`config.mk`:
```
export PLATFORM = sky130hd
export DESIGN_NAME = hs_sync_receiver
export DESIGN_NICKNAME = d
export VERILOG_FILES = /design/src/rtl/hs_rx_pkg.sv /design/src/rtl/sync_ff.sv /design/src/rtl/hs_sync_receiver.sv
export SDC_FILE = /design/constraint.sdc
export NUM_CORES = 1
export LEC_CHECK = 0
export CAP_MARGIN = 10
export CELL_PAD_IN_SITES_DETAIL_PLACEMENT = 1
export CELL_PAD_IN_SITES_GLOBAL_PLACEMENT = 1
export CORE_MARGIN = 3
export CORE_UTILIZATION = 42
export DETAILED_ROUTE_END_ITERATION = 12
export PLACE_DENSITY = 0.82
export SYNTH_ARGS = -nofsm -noshare
export SYNTH_HDL_FRONTEND = slang
export SYNTH_SLANG_ARGS = --single-unit
export TNS_END_PERCENT = 5
```
`constraint.sdc`:
```
create_clock -name CLK -period 4.4 [get_ports CLK]
set_clock_uncertainty 0.1 [all_clocks]
set_input_delay 0.44 -clock CLK [delete_from_list [all_inputs] [get_ports CLK]]
set_output_delay 0.44 -clock CLK [all_outputs]
set_load 0.005 [all_outputs]
```
`src/rtl/hs_rx_pkg.sv`:
```
// Shared types and level constants for the Send/Ack receiver.
// Send_in and Ack_out are both active-low, so the named levels below keep the FSM readable.
package hs_rx_pkg;

   typedef enum logic [1:0] {
      RST_WAIT,
      IDLE,
      ACKED
   } state_e;

   localparam logic SEND_IDLE = 1'b1;
   localparam logic SEND_REQ  = 1'b0;
   localparam logic ACK_IDLE  = 1'b1;
   localparam logic ACK_ACT   = 1'b0;

   // Occupancy needs one bit more than the pointer so that "full" (== depth) is representable
   function automatic int count_width(input int depth);
      return $clog2(depth) + 1;
   endfunction

endpackage

```
`src/rtl/sync_ff.sv`:
```
// Multi-stage flip-flop synchronizer for a single asynchronous level.
// The reset value is a port so the owner decides which level is "safe" after reset.
module sync_ff #(
   parameter int STAGES = 2
) (
   input  logic clk_i,
   input  logic rst_i,
   input  logic rst_val_i,
   input  logic d_i,
   output logic q_o
);

   // Kept as a plain shift chain; the attribute stops tools from merging or retiming the stages
   (* dont_touch = "true" *) logic [STAGES-1:0] chain_q;

   always_ff @(posedge clk_i) begin
      if (rst_i) begin
         chain_q <= {STAGES{rst_val_i}};
      end else begin
         chain_q <= {chain_q[STAGES-2:0], d_i};
      end
   end

   assign q_o = chain_q[STAGES-1];

endmodule

```
`src/rtl/hs_sync_receiver.sv`:
```
// Terminates a self-timed four-phase Send/Ack chain into the CLK domain and buffers
// accepted words in a small FIFO drained over a valid/ready interface.
module hs_sync_receiver
   import hs_rx_pkg::*;
#(
   parameter int WIDTH       = 32,
   parameter int DEPTH       = 4,
   parameter int SYNC_STAGES = 2
) (
   input  logic                            CLK,
   input  logic                            MR,
   input  logic                            Send_in,
   input  logic [WIDTH-1:0]                Data_in,
   output logic                            Ack_out,
   output logic [WIDTH-1:0]                Dout,
   output logic                            Dout_valid,
   input  logic                            Dout_ready,
   output logic [count_width(DEPTH)-1:0]   Count
);

   localparam int CW = count_width(DEPTH);
   localparam int PW = $clog2(DEPTH);
   localparam logic [CW-1:0] FULL_COUNT = CW'(DEPTH);

   logic              sSend;
   state_e            state_q, state_d;
   logic              ack_q, ack_d;
   logic              push, pop;
   logic [PW-1:0]     wr_ptr_q, rd_ptr_q;
   logic [CW-1:0]     count_q;
   logic [WIDTH-1:0]  mem_q [DEPTH];

   // Reset loads "request asserted" so a request still held low is never mistaken for idle
   sync_ff #(
      .STAGES(SYNC_STAGES)
   ) u_send_sync (
      .clk_i     (CLK),
      .rst_i     (MR),
      .rst_val_i (SEND_REQ),
      .d_i       (Send_in),
      .q_o       (sSend)
   );

   always_ff @(posedge CLK) begin
      if (MR) begin
         state_q <= RST_WAIT;
         ack_q   <= ACK_IDLE;
      end else begin
         state_q <= state_d;
         ack_q   <= ack_d;
      end
   end

   // Capture is gated on the registered count, so a same-cycle pop cannot open room for a push
   always_comb begin
      state_d = state_q;
      ack_d   = ack_q;
      push    = 1'b0;
      case (state_q)
         RST_WAIT: begin
            ack_d = ACK_IDLE;
            if (sSend == SEND_IDLE) begin
               state_d = IDLE;
            end
         end
         IDLE: begin
            ack_d = ACK_IDLE;
            if ((sSend == SEND_REQ) && (count_q < FULL_COUNT)) begin
               push    = 1'b1;
               ack_d   = ACK_ACT;
               state_d = ACKED;
            end
         end
         ACKED: begin
            if (sSend == SEND_IDLE) begin
               ack_d   = ACK_IDLE;
               state_d = IDLE;
            end
         end
         default: begin
            ack_d   = ACK_IDLE;
            state_d = RST_WAIT;
         end
      endcase
   end

   assign pop = (count_q != '0) && Dout_ready;

   always_ff @(posedge CLK) begin
      if (MR) begin
         wr_ptr_q <= '0;
         rd_ptr_q <= '0;
         count_q  <= '0;
      end else begin
         if (push) begin
            wr_ptr_q <= wr_ptr_q + PW'(1);
         end
         if (pop) begin
            rd_ptr_q <= rd_ptr_q + PW'(1);
         end
         case ({push, pop})
            2'b10:   count_q <= count_q + CW'(1);
            2'b01:   count_q <= count_q - CW'(1);
            default: count_q <= count_q;
         endcase
      end
   end

   // Storage is not reset; emptiness is tracked purely by the pointers and count
   always_ff @(posedge CLK) begin
      if (push) begin
         mem_q[wr_ptr_q] <= Data_in;
      end
   end

   assign Ack_out    = ack_q;
   assign Dout       = mem_q[rd_ptr_q];
   assign Dout_valid = (count_q != '0);
   assign Count      = count_q;

endmodule

```
==> results of run 1 <==
## worst max path at each step
| stage | start | end | slack [ps] | depth (start not counted) |
|---|---|---|---|---|
| 3_3_place_gp | register | Dout[4] | 1590 | 3 |
| 5_1_grt | register | Dout[10] | 1010 | 3 |
| 6_report | register | Dout[10] | 1230 | 3 |
| 3_5_place_dp | register | Dout[10] | 1540 | 3 |
| 2_1_floorplan | Count[2] | Count[2] | 2410 | 7 |
| 4_1_cts | register | Dout[10] | 1100 | 3 |
## logic make-up (layout without fill, tap and decap cells)
family / Yosys count / after routing / share of synthesized area
adders and majority gates: 6 / 6 / 0.0157
xor gates and xnor gates: 5 / 5 / 0.00833
muxes: 33 / 33 / 0.139
buffers and inverters: 15 / 112 / 0.0159
AOI/OAI and AO/OA: 8 / 8 / 0.00952
and+or+nand+nor: 22 / 22 / 0.0271
DFF: 142 / 142 / 0.784
## routing by layer
metal / track usage / vias up / share of wire / routed length, microns
met1: 0.171 / 1275 / 0.41 / 3920
met3: 0.0509 / 17 / 0.048 / 463
met4: 0.0725 / 0 / 0.023 / 217
li1: - / 1117 / - / -
met2: 0.255 / 65 / 0.52 / 5010
met5: 0 / - / 0 / 0
## layout make-up
type,count,area (sq um),area share
sequential,142,4130,0.612
multi-input combinational,74,1050,0.156
timing repair buffer,73,728,0.108
clock buffer,17,425,0.0631
tap,168,210,0.0312
clock inverter,15,176,0.0262
inverter,7,26.3,0.00390
## critical path: stages (launching register included)
cell,delay (ps)
dfxtp_2,780
buf_4,400
mux4_2,540
clkdlybuf4s50_1,480
## registers in the layout, summed over array words and instances, names as in the netlist, named ones only
register and flops:
rd_ptr_q 2, Ack_out 1, mem_q 128, state_q 2, Count 3, u_send_sync.chain_q 2, wr_ptr_q 2
## cells in the final DEF (no fill, tap or decap), types with 3 or more instances in the layout
cell / netlist / routed
edfxtp_1: 128 / 128
clkdlybuf4s50_1: 0 / 72
mux4_2: 32 / 32
clkbuf_16: 0 / 17
dfxtp_1: 14 / 12
nor2_1: 8 / 8
inv_1: 7 / 7
ha_1: 5 / 5
clkinv_1: 0 / 5
and2_2: 4 / 4
a21oi_1: 4 / 4
bufinv_16: 0 / 4
xor2_1: 3 / 3
clkinv_2: 0 / 3
clkinvlp_4: 0 / 3
## stage by stage
stage / hold WS (ps) / setup WS, ps
2_1_floorplan: 314 / 2410
4_1_cts: 347 / 1100
5_1_grt: 370 / 1010
3_5_place_dp: 333 / 1540
3_3_place_gp: 319 / 1590
6_report: 347 / 1230
## report_power, final
part / switching [W] / internal [W] / total, W / leakage, nW
clock network: 0.000515 / 0.000933 / 0.00145 / 0.286
registers: 0.0000242 / 0.00148 / 0.00151 / 1.27
logic: 0.0000708 / 0.000139 / 0.000210 / 0.570
total: 0.000610 / 0.00256 / 0.00317 / 2.12
==> results_dict.tcl, run 1 <==
set metrics [dict create \
    dp_hpwl_microns 5820 \
    vdd_ir_drop_max_mv 0.260 \
    holdPathEnd "u_send_sync.chain_q[1]" \
    ys_top_cells_by_count "edfxtp_1, mux4_2, dfxtp_1, nor2_1, inv_1" \
    setup_tns_ps 0 \
    synth_area_leaders "edfxtp_1, mux4_2, dfxtp_1" \
    yosysTopAreaCellShare 0.731 \
    crit_fanout 20 \
    cts-root-buf "clkbuf_16" \
    worstSkewPairLatency_ps 410 \
    cp.required_ps 3860 \
    min_from "u_send_sync.chain_q[0]" \
    numPortBuffers 72 \
    hold_violations 0 \
    first_global_vias 2855 \
    first_pass_iters 3 \
    die-area_sq_um 13900 \
    n_antenna_cell 0 \
    cts-buffers-inserted 17 \
    drv_cap 0 \
    clk_pin_slew_ps 60 \
    vias 2474 \
    ys.flop_type "edfxtp_1" \
    synthesis.nets 273 \
    postSynthAreaPerCell_sq_um 22.8 \
    wl_per_cell_microns 19.4 \
    ctsHoldBuffers 0 \
    cts_max_level 4 \
    worstSetupEndpointType "primary output" \
    synth-seq-cells 142 \
    period_minus_slack_ps 3170 \
    grt_usage 0.150 \
    hold_depth 1 \
    antenna_found_initial 0 \
    grt-ovfl-total 0 \
    final_core_util 0.557 \
    totalWireLength_microns 9620 \
    r2r_end "mem_q[0][7]" \
    coreArea_sq_um 12100 \
    area_delta_synth_final_pct 28.2 \
    finalPower_w 0.00317 \
    drive_gt1_frac 0.207 \
    fin_nets 357 \
    fp.dieW_microns 118 \
    drt_iter0_markers 211 \
    status "completed" \
    initial_core_util 0.434 \
    startpoint_type "register" \
    clockBufferDepth 2 \
    worstSetupPathType "register to primary output" \
    post_dp_cell_area_sq_um 6140 \
    reg2reg_slack_ps 2170 \
    fp.dieH_microns 118 \
    cts_resized 0 \
    grt_pass1_wl_microns 15500 \
    hold_path.class "register to register" \
    synth_edf_count 128 \
    cts.sinks 142 \
    viasPerCell 4.99 \
    worstReg2RegStart "Count[2]" \
    max_freq_mhz 315 \
    rsz0062_at_grt "no" \
    cp.arrival_ps 2630 \
    grt_max_degree 33 \
    fin_cells 496 \
    p_per_area_nw_per_um2 470 \
    drv_slew 0 \
    synth_warnings 0 \
    reg2regPathDepth 2 \
    tritoncts "built" \
    ioPinCount 73 \
    yosysTopAreaCell "edfxtp_1" \
    gp_congestion 0.675 \
    tightest_slew_ps 920 \
    synth_area_sq_um 5260 \
    p_leak_nw 2.12 \
    ys_types 26 \
    synthArstFlopShare 0 \
    setup_viol 0 \
    synth.most_common_cell "edfxtp_1" \
    slew_headroom 0.387 \
    row_count 40 \
    post_cts_buffers 0 \
    design_area_sq_um 6740 \
    drc 0 \
    num-fill-cells 1080 \
    drtAntennaViolNets 0 \
    post_synth_inst_count 231 \
    dp.cells 464 \
    synth-seq-area-share 0.784 \
    fin_crit_sh 0.721 \
]
(Power assumes the default switching activity.)
==> run 2, diff against run 1 <==
- PLACE_DENSITY: 0.82 -> 0.84
- clock period: 4.4 -> 2.7 ns (I/O delays scaled with it)
==> run 2 against run 1 <==
Flip-flop and latch count unchanged. Critical path type unchanged. Sequential share of layout area decreased by 0.75 points. Largest power group unchanged. Register-to-register slack got worse by 1700 ps. Largest cell class unchanged. Utilization increased by 0.69 points.
==> results_dict.tcl, run 2 (same netlist as run 1, synthesis figures left out) <==
set metrics [dict create \
    vdd_ir_drop_max_mv 0.389 \
    initial_core_util 0.434 \
    coreArea_sq_um 12100 \
    period_minus_slack_ps 2470 \
    hold_violations 0 \
    setup_tns_ps 0 \
    status "completed" \
    drtAntennaViolNets 0 \
    ioPinCount 73 \
    p_sw_w 0.000969 \
    cts-buffers-inserted 17 \
    drc 0 \
    startpoint_type "register" \
    grt_max_degree 29 \
    cp-endpoint "Dout[10]" \
    n_antenna_cell 0 \
    first_pass_iters 4 \
    gp_congestion 0.685 \
    drv_slew 0 \
    fp.dieH_microns 118 \
    switching_share 0.195 \
    drv_cap 0 \
    tightest_slew_ps 484 \
    internal_power_w 0.00399 \
    area_delta_synth_final_pct 29.8 \
    totalWireLength_microns 10000 \
    cp.arrival_ps 2100 \
    path_cells "buf_6 > mux4_2 > clkdlybuf4s50_1" \
    reg2reg_slack_ps 480 \
    die-area_sq_um 13900 \
    fin_crit_sh 0.916 \
    drive_gt1_frac 0.231 \
    crit_fanout 22 \
    ctsHoldBuffers 0 \
    slew_headroom 0.676 \
    antenna_found_initial 0 \
    numPortBuffers 72 \
    crit_path_max_incr_delay_ps 590 \
    wl_per_cell_microns 19.9 \
    clk_pin_slew_ps 50 \
    top_register "mem_q" \
    row_count 40 \
    vias 2514 \
    fin_ws_ps 226 \
    worstSkewPairLatency_ps 410 \
    rsz0062_at_grt "no" \
    place_ws_ps 332 \
    worstSetupEndpointType "primary output" \
    design_area_sq_um 6830 \
    post_dp_cell_area_sq_um 6260 \
    clkPwrFrac 0.433 \
    cts_max_level 4 \
    final_common_cell "edfxtp_1" \
    fin_nets 366 \
    grt_pass1_wl_microns 16400 \
    clockBufferDepth 2 \
    drt_iter0_markers 250 \
    tritoncts "built" \
    dp_hpwl_microns 6380 \
    grt-ovfl-total 0 \
    viasPerCell 4.98 \
    final_core_util 0.564 \
    grt_usage 0.159 \
    cp.required_ps 2330 \
    r2r_end "Count[2]" \
    most-common-layout-cells "edfxtp_1, clkdlybuf4s50_1, mux4_2" \
    hold_path.class "input port to register" \
    setup_viol 0 \
    p_per_area_nw_per_um2 727 \
    cts.sinks 142 \
    max_freq_mhz 404 \
    critPathSlowestCell "mux4_2" \
    seq_power_share 0.491 \
    worstSetupPathType "register to primary output" \
    holdWs_ps 316 \
    num-fill-cells 1090 \
    p_leak_nw 2.17 \
    first_global_vias 2843 \
    cts-root-buf "clkbuf_16" \
    p_comb_frac 0.076 \
    reg2regPathDepth 8 \
    largest_reg_flops 128 \
    fp.dieW_microns 118 \
    worstReg2RegStart "Count[2]" \
]
## run 2: changes by cell type in the layout (fill, tap and decap cells not counted)
cell,delta
clkbuf_8,+7
buf_12,+4
buf_4,+4
bufinv_16,-4
clkinv_1,-4
clkbuf_1,+3
clkinv_2,-2
buf_6,+1
## run 2: per-stage QoR
step	cells	power [W]
after global routing	505	0.00515
final	505	0.00496
after detailed placement	473	0.00286
after global placement	473	0.00285
after CTS	505	0.00502
after floorplan	231	0.00266
## run 2: power by group through the flow
| stage | Sequential [W] | Combinational (W) | Clock, W |
|---|---|---|---|
| after floorplan | 0.00248 | 0.000183 | 0 |
| after global placement | 0.00248 | 0.000374 | 0 |
| after detailed placement | 0.00248 | 0.000381 | 0 |
| after CTS | 0.00244 | 0.000384 | 0.00220 |
| after global routing | 0.00244 | 0.000409 | 0.00231 |
| final | 0.00244 | 0.000376 | 0.00215 |
## run 2: worst min-delay path by stage
stage | depth (start not counted) | slack, ps | end | start
2_1_floorplan | 1 | 240 | u_send_sync.chain_q[0] | MR
3_3_place_gp | 1 | 320 | u_send_sync.chain_q[1] | u_send_sync.chain_q[0]
3_5_place_dp | 1 | 350 | u_send_sync.chain_q[1] | u_send_sync.chain_q[0]
4_1_cts | 2 | 300 | u_send_sync.chain_q[0] | Send_in
5_1_grt | 2 | 300 | u_send_sync.chain_q[0] | Send_in
6_report | 2 | 320 | u_send_sync.chain_q[0] | Send_in
## run 2: metal layers
metal | vias to the layer above | part of all wire | track usage
met5 | - | 0 | 0
met4 | 0 | 0.0091 | 0.0462
met3 | 14 | 0.053 | 0.0663
met2 | 67 | 0.51 | 0.260
met1 | 1297 | 0.42 | 0.195
li1 | 1136 | - | -
## run 2: worst max-delay path: cells and delay by family (launching register included)
family                 cells  cell delay, ps
buffers and inverters      2             770
multiplexers               1             590
flip-flops                 1             330
## run 2: final cells by class
type	instances	area (sq um)	area share
Timing Repair Buffer	82	850	0.124
Clock buffer	27	533	0.0781
Multi-Input combinational cell	74	1050	0.154
Sequential cell	142	4130	0.604
Inverter	7	26.3	0.00385
Clock inverter	5	31.3	0.00458
Tap cell	168	210	0.0308
## run 2: repair_timing
item	CTS	global route
buffers inserted	0	0
setup endpoints to repair	0	1
gates resized for setup	0	1
